[config.mk]
export PLATFORM = sky130hd
export DESIGN_NAME = sisp_out_collector
export DESIGN_NICKNAME = d
export VERILOG_FILES = /design/src/rtl/sisp_out_collector.sv
export SDC_FILE = /design/constraint.sdc
export NUM_CORES = 1
export LEC_CHECK = 0
export BUFFER_PORTS_ARGS = -buffer_cell sky130_fd_sc_hd__buf_2
export CORE_MARGIN = 10
export CORE_UTILIZATION = 30
export DETAILED_ROUTE_END_ITERATION = 8
export GPL_TIMING_DRIVEN = 0
export PLACE_DENSITY = 0.52
export SLEW_MARGIN = 0
export SYNTH_ARGS = -nofsm -noshare
export SYNTH_HDL_FRONTEND = slang
export SYNTH_SLANG_ARGS = --single-unit
[constraint.sdc]
create_clock -name clk -period 11 [get_ports clk]
set_clock_uncertainty 0.1 [all_clocks]
set_input_delay 2.2 -clock clk [delete_from_list [all_inputs] [get_ports clk]]
set_output_delay 2.2 -clock clk [all_outputs]
set_load 0.005 [all_outputs]
[src/rtl/sisp_out_collector.sv]
// Output collector: buffers 64-bit SISP result words in a FIFO and drains them as 4 x 16-bit beats, LSB first.
// Optional build macro SISP_OUT_PARITY_EN adds per-slice parity storage, out_parity_o and sticky parity_err_o.
module sisp_out_collector #(
    parameter int unsigned DEPTH        = 8,
    parameter int unsigned AFULL_MARGIN = 2
) (
    input  logic                     clk,
    input  logic                     reset,
    input  logic [63:0]              DataOut_i,
    input  logic                     DataOutReady_i,
    output logic                     seg_stall_o,
    output logic [15:0]              out_data_o,
    output logic                     out_valid_o,
    input  logic                     out_ready_i,
    output logic                     out_last_o,
    output logic                     overflow_o,
    output logic [$clog2(DEPTH):0]   word_count_o
`ifdef SISP_OUT_PARITY_EN
    ,
    output logic                     out_parity_o,
    output logic                     parity_err_o
`endif
);

    localparam int unsigned AW        = $clog2(DEPTH);
    localparam int unsigned CW        = AW + 1;
    localparam int unsigned STALL_LVL = (AFULL_MARGIN >= DEPTH) ? 0 : DEPTH - AFULL_MARGIN;

    typedef enum logic {
        IDLE,
        SEND
    } state_t;

    state_t          state, state_next;
    logic [1:0]      beat, beat_next;
    logic [AW-1:0]   wr_ptr, rd_ptr;
    logic [CW-1:0]   count, count_next;
    logic            overflow;
    logic [63:0]     data_mem [DEPTH];
    logic [63:0]     head;
    logic [15:0]     slice;
    logic            full, push, drop, beat_done, pop;

    // Fullness is judged before any same-edge pop, so a strobe into a full FIFO always drops.
    assign full      = (count == CW'(DEPTH));
    assign push      = DataOutReady_i && !full;
    assign drop      = DataOutReady_i && full;
    assign beat_done = (state == SEND) && out_ready_i;
    assign pop       = beat_done && (beat == 2'd3);
    assign head      = data_mem[rd_ptr];
    assign slice     = head[{beat, 4'b0000} +: 16];

    always_comb begin
        count_next = count;
        case ({push, pop})
            2'b10:   count_next = count + CW'(1);
            2'b01:   count_next = count - CW'(1);
            default: count_next = count;
        endcase
    end

    // Leaving SEND looks at the post-edge count so a push landing on the pop edge stays gap-free.
    always_comb begin
        state_next = state;
        beat_next  = beat;
        case (state)
            IDLE: begin
                beat_next = '0;
                if (count != '0) state_next = SEND;
            end
            SEND: begin
                if (out_ready_i) begin
                    beat_next = beat + 2'd1;
                    if ((beat == 2'd3) && (count_next == '0)) state_next = IDLE;
                end
            end
            default: begin
                state_next = IDLE;
                beat_next  = '0;
            end
        endcase
    end

    always_ff @(posedge clk) begin
        if (reset) begin
            state    <= IDLE;
            beat     <= '0;
            wr_ptr   <= '0;
            rd_ptr   <= '0;
            count    <= '0;
            overflow <= 1'b0;
        end else begin
            state <= state_next;
            beat  <= beat_next;
            count <= count_next;
            if (push) wr_ptr <= wr_ptr + AW'(1);
            if (pop)  rd_ptr <= rd_ptr + AW'(1);
            if (drop) overflow <= 1'b1;
        end
    end

    always_ff @(posedge clk) begin
        if (push && !reset) data_mem[wr_ptr] <= DataOut_i;
    end

    assign out_valid_o  = (state == SEND);
    assign out_data_o   = (state == SEND) ? slice : '0;
    assign out_last_o   = (state == SEND) && (beat == 2'd3);
    assign overflow_o   = overflow;
    assign word_count_o = count;
    assign seg_stall_o  = (count >= CW'(STALL_LVL));

`ifdef SISP_OUT_PARITY_EN
    logic [3:0] par_mem [DEPTH];
    logic       par_err;

    always_ff @(posedge clk) begin
        if (push && !reset) begin
            par_mem[wr_ptr] <= {^DataOut_i[63:48], ^DataOut_i[47:32],
                                ^DataOut_i[31:16], ^DataOut_i[15:0]};
        end
    end

    always_ff @(posedge clk) begin
        if (reset) begin
            par_err <= 1'b0;
        end else if (beat_done && ((^slice) != par_mem[rd_ptr][beat])) begin
            par_err <= 1'b1;
        end
    end

    assign out_parity_o = ^out_data_o;
    assign parity_err_o = par_err;
`endif

endmodule

==> reports/qor.yml <==
die:
  die_w_um: 282
  row_count: 96
  io_pins: 92
  coreArea_um2: 68300
  start_util_pct: 30.2
  die_h_um: 282
  die-area_um2: 79700
placement:
  gp_routability_congestion: 0.907
  port_buffers: 90
  dp_hpwl_um: 35300
  post-place-cells: 1956
  place_area_um2: 22900
sta:
  finalCritPeriodShare_pct: 52.8
  period_minus_slack_ps: 5810
  setup_viol: 0
  slew_headroom_pct: 25.7
  rsz0062_at_grt: "no"
  finalMaxSlewViolations: 0
  tightest_slew_ps: 1110
  max_freq_mhz: 172
  fin_hold_ws_ps: 368
  hold_viol: 0
  finalSetupTns_ps: 0
synth:
  yosysTopAreaCellShare_pct: 74.5
  synth_area_um2: 20600
  synth_largest_area_cell: "edfxtp_1"
  seq_area_frac_synth_pct: 76.2
  synth_area_leaders: "edfxtp_1 75%, mux4_2 6.8%, mux4_1 6.4%"
  ys_warn_count: 0
  syn_avg_cell_area_um2: 22.2
  synthArstFlopShare_pct: 0
  synth_fp_nets: 1002
  synth-edff-count: 512
  yosys_most_used_dff: "edfxtp_1"
  synth_cells: 928
  yosysUniqueCellTypes: 44
  ys_ff_latch: 529
clocking:
  postCtsHoldBufs: 0
  clockRootBuffer: "clkbuf_16"
  cts_tree: "built"
  cts.path.max_buffers: 3
  post_cts_buffers: 0
  cts_made_buffers: 53
  clock_latency_ps: 590
  cts.htree.levels: 2
  ctsResizeCount: 0
  clk_pin_slew_worst_paths_ps: 60
  clock-sinks: 529
setup_path:
  worstSetupPathType: "flop to output port"
  crit_path_end_kind: "output port"
  cp.arrival_ps: 3510
  startpoint_type: "flop"
  r2r-end: "data_mem[0][60]"
  cp_slowest_cell: "a31oi_1"
  crit_fanout: 10
  r2r-start: "word_count_o[0]"
  cp.required_ps: 8700
  crit_chain: "clkbuf_1, or2_2, clkbuf_1, buf_2, o221ai_1, a31oi_1, buf_2"
  worstRegToRegCells: 10
  r2r_slack_ps: 7560
  slowest_delay_ps: 730
finish:
  final_common_cell: "edfxtp_1"
  nets: 1203
  postLayoutCoreUtil_pct: 35.8
  final_cell_mix: "512 x edfxtp_1, 105 x buf_2, 62 x mux4_2, 53 x clkbuf_16, 50 x mux4_1"
  fillers: 6275
  layout-drive-gt1-share_pct: 30.3
  n_antenna_cell: 0
  syn_to_final_growth_pct: 18.5
  finalNonFillerCells: 2053
  final_area_um2: 24500
power:
  switching_share_pct: 20.7
  p_leak_nw: 7.75
  power_frac_seq_pct: 55.3
  power_density_nw_per_um2: 166
  p_clk_share_pct: 41.1
  switchingPower_w: 0.000840
  p_int_w: 0.00322
  power_frac_comb_pct: 3.6
  peakVddDrop_mv: 0.117
global_routing:
  grt_pass1_vias: 10556
  grt_max_degree: 24
  grt-ovfl-total: 0
  antenna_found_initial: 17
  grt_use_total_pct: 12.6
  grt_pass1_wl_um: 73200
worst_hold_path:
  min_delay_path_depth: 2
  min_to: "overflow_o"
  hp-class: "flop to flop"
  hp-start: "overflow_o"
drt:
  viasPerCell: 4.93
  drtIter0Drc: 878
  dr.pass1.iters: 5
  route.vias.total: 10116
  routed_wl_um: 50300
  drtAntennaViolNets: 0
  wl_per_cell_um: 24.5
  drc: 0
flow_run:
  max_cap_violations: 0
outcome:
  status: "finished clean"
## worst max-delay path: cells and delay by family, from the launching register on
kind | cells | cell delay [ps]
buffers and inverters | 4 | 1310
AOI/OAI and AO/OA | 2 | 1060
and+or+nand+nor | 1 | 210
DFF | 1 | 330
## how the worst max path moves through the flow
stage	to	cells after the start	slack, ps	startpoint
final	out_data_o[2]	7	5190	beat[1]
after floorplan	data_mem[0][0]	3	1140	reset
after global routing	out_data_o[2]	7	5130	flop
after CTS	out_data_o[8]	7	5240	flop
after detailed placement	out_data_o[8]	7	5890	flop
after global placement	data_mem[0][42]	3	-6360	reset
## sequential cells by signal, summed over array words and instances (netlist names), named ones only
signal        count
rd_ptr            3
wr_ptr            3
overflow_o        1
data_mem        512
word_count_o      4
out_valid_o       1
beat              2
## power groups by stage
stage	clock network [W]	logic [W]	registers (W)
after global routing	0.00179	0.000158	0.00225
after detailed placement	0	0.000146	0.00229
final	0.00167	0.000147	0.00225
after CTS	0.00171	0.000146	0.00225
after global placement	0	0.000130	0.00230
after floorplan	0	0.0000559	0.00229
## synth_stat cells (all sizes together) (16+ instances only)
cell and instances:
clkbuf 19, mux4 112, edfxtp 512, a31oi 18
a221oi 16, mux2i 37, o21ai 16, buf 38
nor2 20, mux2 32, o221ai 16, dfxtp 17
a22oi 16
## per-layer routing
layer	routed length, µm	vias to the layer above	GRT usage [%]
met5	215	-	1.12
met4	987	18	3.29
met3	3900	87	3.87
met2	23600	324	19.9
met1	21600	5301	16.5
li1	-	4386	-
## per-stage QoR
stage          total power, W  setup slack, ps
2_1_floorplan         0.00235             1140
3_3_place_gp          0.00243            -6360
3_5_place_dp          0.00243             5890
4_1_cts               0.00410             5240
5_1_grt               0.00420             5130
6_report              0.00406             5190
## kinds of logic after synthesis
group	after synthesis	share of synthesized area, %
and+or+nand+nor	54	1.37
muxes	181	16.7
adders and majority gates	6	0.364
xor gates and xnor gates	8	0.340
buffers and inverters	59	1.89
DFF	529	76.2
AOI/OAI and AO/OA	91	3.19
## area by class of cell
class	instances	area [µm²]	area share (%)
Buffer	57	382	1.56
Timing Repair Buffer	146	1100	4.49
Sequential cell	529	15700	64.3
Tap cell	882	1100	4.51
Multi-Input combinational cell	340	4580	18.7
Clock inverter	21	131	0.537
Inverter	2	7.51	0.0307
Clock buffer	76	1440	5.90
Power figures use the tool's default switching activity.
